[src/rtl/riscv_hazard_unit.sv]
// Hazard and forwarding controller for the RV32I pipeline: tracks destinations of
// instructions past ID, selects forwarding sources, raises load-use stalls and branch flushes.
module riscv_hazard_unit #(
  parameter  int unsigned REG_BITS   = 5,
  parameter  int unsigned FWD_STAGES = 3,
  parameter  int unsigned LOAD_LAT   = 1,
  parameter  int unsigned CNT_W      = 32,
  localparam int unsigned FW         = $clog2(FWD_STAGES + 1)
) (
  input  logic                CLK,
  input  logic                RSTN,
  input  logic                ID_VALID,
  input  logic [REG_BITS-1:0] ID_RS1,
  input  logic [REG_BITS-1:0] ID_RS2,
  input  logic                ID_USE_RS1,
  input  logic                ID_USE_RS2,
  input  logic [REG_BITS-1:0] ID_RD,
  input  logic                ID_REGWRITE,
  input  logic                ID_ISLOAD,
  input  logic                EX_BRANCH_TAKEN,
  output logic                STALL_IF,
  output logic                STALL_ID,
  output logic                FLUSH_FD,
  output logic                FLUSH_DE,
  output logic [FW-1:0]       FWD_SEL1,
  output logic [FW-1:0]       FWD_SEL2,
  output logic [CNT_W-1:0]    STALL_CNT,
  output logic [CNT_W-1:0]    FLUSH_CNT
);

  logic [FWD_STAGES:1] r_valid;
  logic [FWD_STAGES:1] r_rw;
  logic [FWD_STAGES:1] r_ld;
  logic [REG_BITS-1:0] r_rd [1:FWD_STAGES];
  logic [CNT_W-1:0]    r_stall_cnt;
  logic [CNT_W-1:0]    r_flush_cnt;

  logic [FWD_STAGES:1] w_live;
  logic [FWD_STAGES:1] w_m1;
  logic [FWD_STAGES:1] w_m2;
  logic [FWD_STAGES:1] w_luv;
  logic [FW-1:0]       w_sel1 [1:FWD_STAGES+1];
  logic [FW-1:0]       w_sel2 [1:FWD_STAGES+1];
  logic                w_lu;
  logic                w_stall;
  logic                w_bubble;

  assign w_sel1[FWD_STAGES+1] = '0;
  assign w_sel2[FWD_STAGES+1] = '0;

  for (genvar k = 1; k <= FWD_STAGES; k++) begin : g_stage
    assign w_live[k] = r_valid[k] & r_rw[k] & (r_rd[k] != '0);
    assign w_m1[k]   = w_live[k] & ID_USE_RS1 & (r_rd[k] == ID_RS1);
    assign w_m2[k]   = w_live[k] & ID_USE_RS2 & (r_rd[k] == ID_RS2);
    // Chain runs from the oldest stage toward entry 1 so the youngest producer wins.
    assign w_sel1[k] = w_m1[k] ? FW'(k) : w_sel1[k+1];
    assign w_sel2[k] = w_m2[k] ? FW'(k) : w_sel2[k+1];

    if (k <= LOAD_LAT) begin : g_lu
      assign w_luv[k] = r_ld[k] & (w_m1[k] | w_m2[k]);
    end else begin : g_nolu
      assign w_luv[k] = 1'b0;
    end
  end

  assign w_lu     = ID_VALID & (|w_luv);
  assign w_stall  = w_lu & ~EX_BRANCH_TAKEN;
  assign w_bubble = w_lu | EX_BRANCH_TAKEN;

  always_comb begin
    STALL_IF = 1'b0;
    STALL_ID = 1'b0;
    FLUSH_FD = 1'b0;
    FLUSH_DE = 1'b0;
    FWD_SEL1 = '0;
    FWD_SEL2 = '0;
    // Outputs are forced quiet while reset is held, independent of the inputs.
    if (RSTN) begin
      if (EX_BRANCH_TAKEN) begin
        FLUSH_FD = 1'b1;
        FLUSH_DE = 1'b1;
      end else if (w_lu) begin
        STALL_IF = 1'b1;
        STALL_ID = 1'b1;
        FLUSH_DE = 1'b1;
      end
      FWD_SEL1 = w_sel1[1];
      FWD_SEL2 = w_sel2[1];
    end
  end

  always_ff @(posedge CLK or negedge RSTN) begin
    if (!RSTN) begin
      r_valid[1] <= 1'b0;
      r_rw[1]    <= 1'b0;
      r_ld[1]    <= 1'b0;
      r_rd[1]    <= '0;
    end else begin
      r_valid[1] <= ID_VALID & ~w_bubble;
      r_rw[1]    <= ID_REGWRITE;
      r_ld[1]    <= ID_ISLOAD;
      r_rd[1]    <= ID_RD;
    end
  end

  for (genvar k = 2; k <= FWD_STAGES; k++) begin : g_shift
    always_ff @(posedge CLK or negedge RSTN) begin
      if (!RSTN) begin
        r_valid[k] <= 1'b0;
        r_rw[k]    <= 1'b0;
        r_ld[k]    <= 1'b0;
        r_rd[k]    <= '0;
      end else begin
        r_valid[k] <= r_valid[k-1];
        r_rw[k]    <= r_rw[k-1];
        r_ld[k]    <= r_ld[k-1];
        r_rd[k]    <= r_rd[k-1];
      end
    end
  end

  always_ff @(posedge CLK or negedge RSTN) begin
    if (!RSTN) begin
      r_stall_cnt <= '0;
      r_flush_cnt <= '0;
    end else begin
      if (w_stall)         r_stall_cnt <= r_stall_cnt + CNT_W'(1);
      if (EX_BRANCH_TAKEN) r_flush_cnt <= r_flush_cnt + CNT_W'(1);
    end
  end

  assign STALL_CNT = r_stall_cnt;
  assign FLUSH_CNT = r_flush_cnt;

endmodule

[config.mk]
export PLATFORM = sky130hd
export DESIGN_NAME = riscv_hazard_unit
export DESIGN_NICKNAME = d
export VERILOG_FILES = /design/src/rtl/riscv_hazard_unit.sv
export SDC_FILE = /design/constraint.sdc
export NUM_CORES = 1
export LEC_CHECK = 0
export BUFFER_PORTS_ARGS = -buffer_cell sky130_fd_sc_hd__clkbuf_2
export CAP_MARGIN = 40
export CORE_ASPECT_RATIO = 1.1
export CORE_MARGIN = 1.5
export CORE_UTILIZATION = 45
export CTS_CLUSTER_DIAMETER = 100
export CTS_CLUSTER_SIZE = 12
export DETAILED_ROUTE_END_ITERATION = 8
export PLACE_DENSITY_LB_ADDON = 0.12
export SLEW_MARGIN = 10
export SYNTH_ARGS = -nofsm -noshare
export SYNTH_HDL_FRONTEND = slang
export SYNTH_SLANG_ARGS = --single-unit
[constraint.sdc]
create_clock -name CLK -period 2.5 [get_ports CLK]
set_clock_uncertainty 0.2 [all_clocks]
set_input_delay 0.25 -clock CLK [delete_from_list [all_inputs] [get_ports CLK]]
set_output_delay 0.25 -clock CLK [all_outputs]
set_load 0.02 [all_outputs]
==> flow_summary_export.csv <==
group,metric,value,unit
cells_and_area,n_antenna_cell,0,
grt,grt_max_degree,41,
grt,grt_util_all_layers,0.206,
detailed_routing,detail-route-antenna-nets,0,
run_status,violations,"negative setup slack",
timing,setup_viol_count_final,4,
floorplanning,die_h,103,µm
detailed_routing,vias,3132,
grt,grt_pass1_wl,15.3,mm
grt,grt_pass1_vias,3137,
cells_and_area,multi_input_area,1920,µm²
flow_run,drv_cap,0,
cts,path_clk_slew,90,ps
logic_synthesis,avgSynthCellArea,11.4,µm²
critical_path,critPathRequiredTime,2050,ps
cells_and_area,fin_nets,516,
grt,grt_antenna_before_repair,0,
timing,rsz0062_at_grt,"yes",
logic_synthesis,synth_top_family_by_area,"simple AND/OR/NAND/NOR gates",
critical_path,reg2reg_slack,270,ps
place,port-buffer-count,94,
logic_synthesis,yosysWarnings,0,
timing,setup_ws,-91.2,ps
cells_and_area,nFillCells,798,
critical_path,slowest_delay,460,ps
cts,cts_tree,"yes",
pwr,power.share.combinational,0.136,
logic_synthesis,synth-compound-area-share,0.0228,
critical_path,arrival,2140,ps
worst_hold_path,hold_class,"in -> async",
pwr,intPower,2120,µW
logic_synthesis,synth-seq-area-share,0.522,
logic_synthesis,synth-xor-area-share,0.196,
timing,period_minus_slack,2590,ps
critical_path,slowest_stage,"dfrtp_2",
cts,numCtsBuffers,9,
detailed_routing,drt_iter0_markers,97,
detailed_routing,wl_per_cell,15.1,µm
detailed_routing,first_pass_iters,4,
detailed_routing,drt-total-wl,9.23,mm
logic_synthesis,synth_fa_ha_area_frac,0.00607,
cells_and_area,drive_gt1_frac,0.323,
cts,htree_levels,3,
logic_synthesis,yosys.area_share.simple,0.222,
pwr,p_seq_frac,0.528,
critical_path,crit_chain,"xor2_2, nor4_4, a22oi_2, or3_4, nor2_4, buf_8",
logic_synthesis,synth_nets,388,
logic_synthesis,synth_area,4120,µm²
place,place_inst,573,
timing,min_period_over_period,1.04,
timing,max_clock_freq,0.386,GHz
cts,worstSkewPairLatency,360,ps
pwr,p_sw,816,µW
logic_synthesis,synthCells,363,
detailed_routing,via_per_inst,5.13,
critical_path,critPathKind,"reg -> out",
cells_and_area,regArea,2150,µm²
timing,finalHoldViolCount,0,
place,dp_hpwl,6.52,mm
pwr,p_leak,0.00250,µW
floorplanning,fp.dieArea,9740,µm²
place,gp_congestion,0.786,
critical_path,crit_path_start_kind,"register",
critical_path,reg2regPathDepth,6,
cts,cts_max_path_buffers,2,
logic_synthesis,yosysUniqueCellTypes,41,
timing,max_slew_margin,0.661,
timing,drv_slew,0,
cells_and_area,area_growth,27.3,%
floorplanning,die_w,94.2,µm
pwr,cellPowerDensity,559,nW/µm²
pwr,switching_share,0.278,
run_status,status,"finished with violations",
grt,globalRouteOverflowTotal,0,
place,dp_slack,213,ps
cts,numClockSinks,86,
floorplanning,fp.coreArea,8870,µm²
logic_synthesis,synth_mux_area_frac,0.00547,
floorplanning,start_util,0.464,
critical_path,reg2reg_to,"STALL_CNT[1]",
pwr,p_clk_frac,0.336,
floorplanning,io_pins,95,
pwr,ir_drop,0.000317,V
cts,cts-root-buf,"clkbuf_8",
critical_path,critPathCaptureType,"primary output",
detailed_routing,drc_errors,0,
timing,tightest_slew,508,ps
critical_path,crit_fanout,4,
logic_synthesis,synth.ff_latch_count,86,
critical_path,r2r_start,"r_rd[13]",
pwr,finalPower,2930,µW
floorplanning,rows,36,
cells_and_area,final_cells,610,
==> per-stage QoR <==
step | hold slack (ps) | cell area (µm²) | utilization | setup TNS, ps
after floorplan | -246 | 4120 | - | 0
after global placement | -20.7 | 4750 | 0.536 | 0
after detailed placement | -23.9 | 4750 | 0.536 | 0
after CTS | 116 | 5210 | 0.587 | -487
after global routing | 144 | 5250 | 0.591 | -953
final | 122 | 5250 | 0.591 | -268
==> sequential cells by signal (all words and copies together) (netlist names) <==
name and cells:
FLUSH_CNT 32, r_rd 15, r_ld 1, r_valid 3, STALL_CNT 32, r_rw 3
==> power groups by stage <==
stage / Clock [µW] / Sequential [µW] / Combinational (µW)
2_1_floorplan: 0 / 1630 / 151
4_1_cts: 1020 / 1550 / 400
5_1_grt: 1090 / 1560 / 437
3_5_place_dp: 0 / 1580 / 366
6_report: 986 / 1550 / 398
3_3_place_gp: 0 / 1580 / 359
==> layout by cell type (no fill, tap or decap), types with 3 or more instances in the layout <==
master and instances:
clkbuf_2 87, dfrtp_1 85, xnor2_1 55, xor2_1 35, nand2_1 28, nand3_1 25
buf_4 24, nand4_1 19, nor4_1 18, inv_1 11, clkbuf_8 11, nor2_1 10
dlygate4sd3_1 10, and3_1 6, nor3_1 6, nor4_2 5, nor4b_2 4, a21oi_1 3
and2_1 3, nand4b_1 3, clkinv_2 3, buf_8 3
==> per-layer routing <==
layer / part of all wire / vias up / GRT usage
met3: 0.043 / 15 / 0.0417
met1: 0.45 / 1537 / 0.266
met2: 0.48 / 64 / 0.333
met5: 0 / - / 0
li1: - / 1516 / -
met4: 0.022 / 0 / 0.102
==> kinds of logic after synthesis <==
kind of cell	Yosys count
fa+ha+maj	2
flops	86
buf+inv	20
compound gates	12
simple gates	149
xor+xnor	92
mux	2
==> timing repair <==
item | in CTS | in global routing
pin swaps | 15 | 9
hold endpoints to repair | 33 | 0
hold buffers | 10 | 0
resized for setup | 18 | 11
buffers inserted | 10 | 1
setup endpoints to repair | 7 | 7
==> how the worst max path moves through the flow <==
stage	start	end	cells past startpoint
detailed placement	r_rd[13]	STALL_ID	6
global placement	r_rd[13]	STALL_ID	6
global route	r_rd[13]	STALL_ID	6
CTS	r_rd[13]	STALL_ID	6
floorplan	r_rd[13]	STALL_IF	6
finish	r_rd[13]	STALL_ID	6
==> cell type report <==
class	instances	area share
repair buffers	126	0.150
clock inverters	6	0.0117
inverters	11	0.00787
well taps	114	0.0272
clock buffers	10	0.0262
flip-flops and latches	86	0.411
multi-input cells	257	0.367
==> Yosys cell counts <==
master,instances,share of area
a211o_1,1,0.0021
a211oi_1,2,0.0036
a21oi_1,3,0.0036
a22oi_2,1,0.0030
and2_1,3,0.0046
and3_1,6,0.0091
and4_1,1,0.0021
and4b_1,1,0.0024
buf_2,3,0.0036
buf_4,1,0.0018
buf_6,3,0.0082
clkbuf_1,2,0.0018
dfrtp_1,86,0.52
ha_1,2,0.0061
inv_1,11,0.010
mux2_2,2,0.0055
nand2_1,28,0.026
nand2b_1,2,0.0030
nand3_1,25,0.030
nand3_2,1,0.0024
nand3b_1,2,0.0036
nand4_1,19,0.029
nand4_2,1,0.0030
nand4b_1,3,0.0064
nor2_1,12,0.011
nor3_1,8,0.0097
nor3b_1,1,0.0018
nor3b_2,2,0.0061
nor4_1,20,0.030
nor4_2,4,0.012
nor4_4,1,0.0052
nor4b_2,4,0.015
o211a_1,2,0.0049
o211ai_1,2,0.0036
o21a_1,1,0.0018
or3_1,1,0.0015
or3_4,1,0.0027
or3b_2,1,0.0021
or4_1,2,0.0036
xnor2_1,55,0.12
xor2_1,37,0.079
==> critical path: cells and delay by family (launching register included) <==
kind | cells | cell delay (ps)
AOI/OAI and AO/OA | 1 | 150
and+or+nand+nor | 3 | 870
DFF | 1 | 460
xor gates and xnor gates | 1 | 170
buffers and inverters | 1 | 120
No activity file was read; power rests on OpenSTA's default activity.
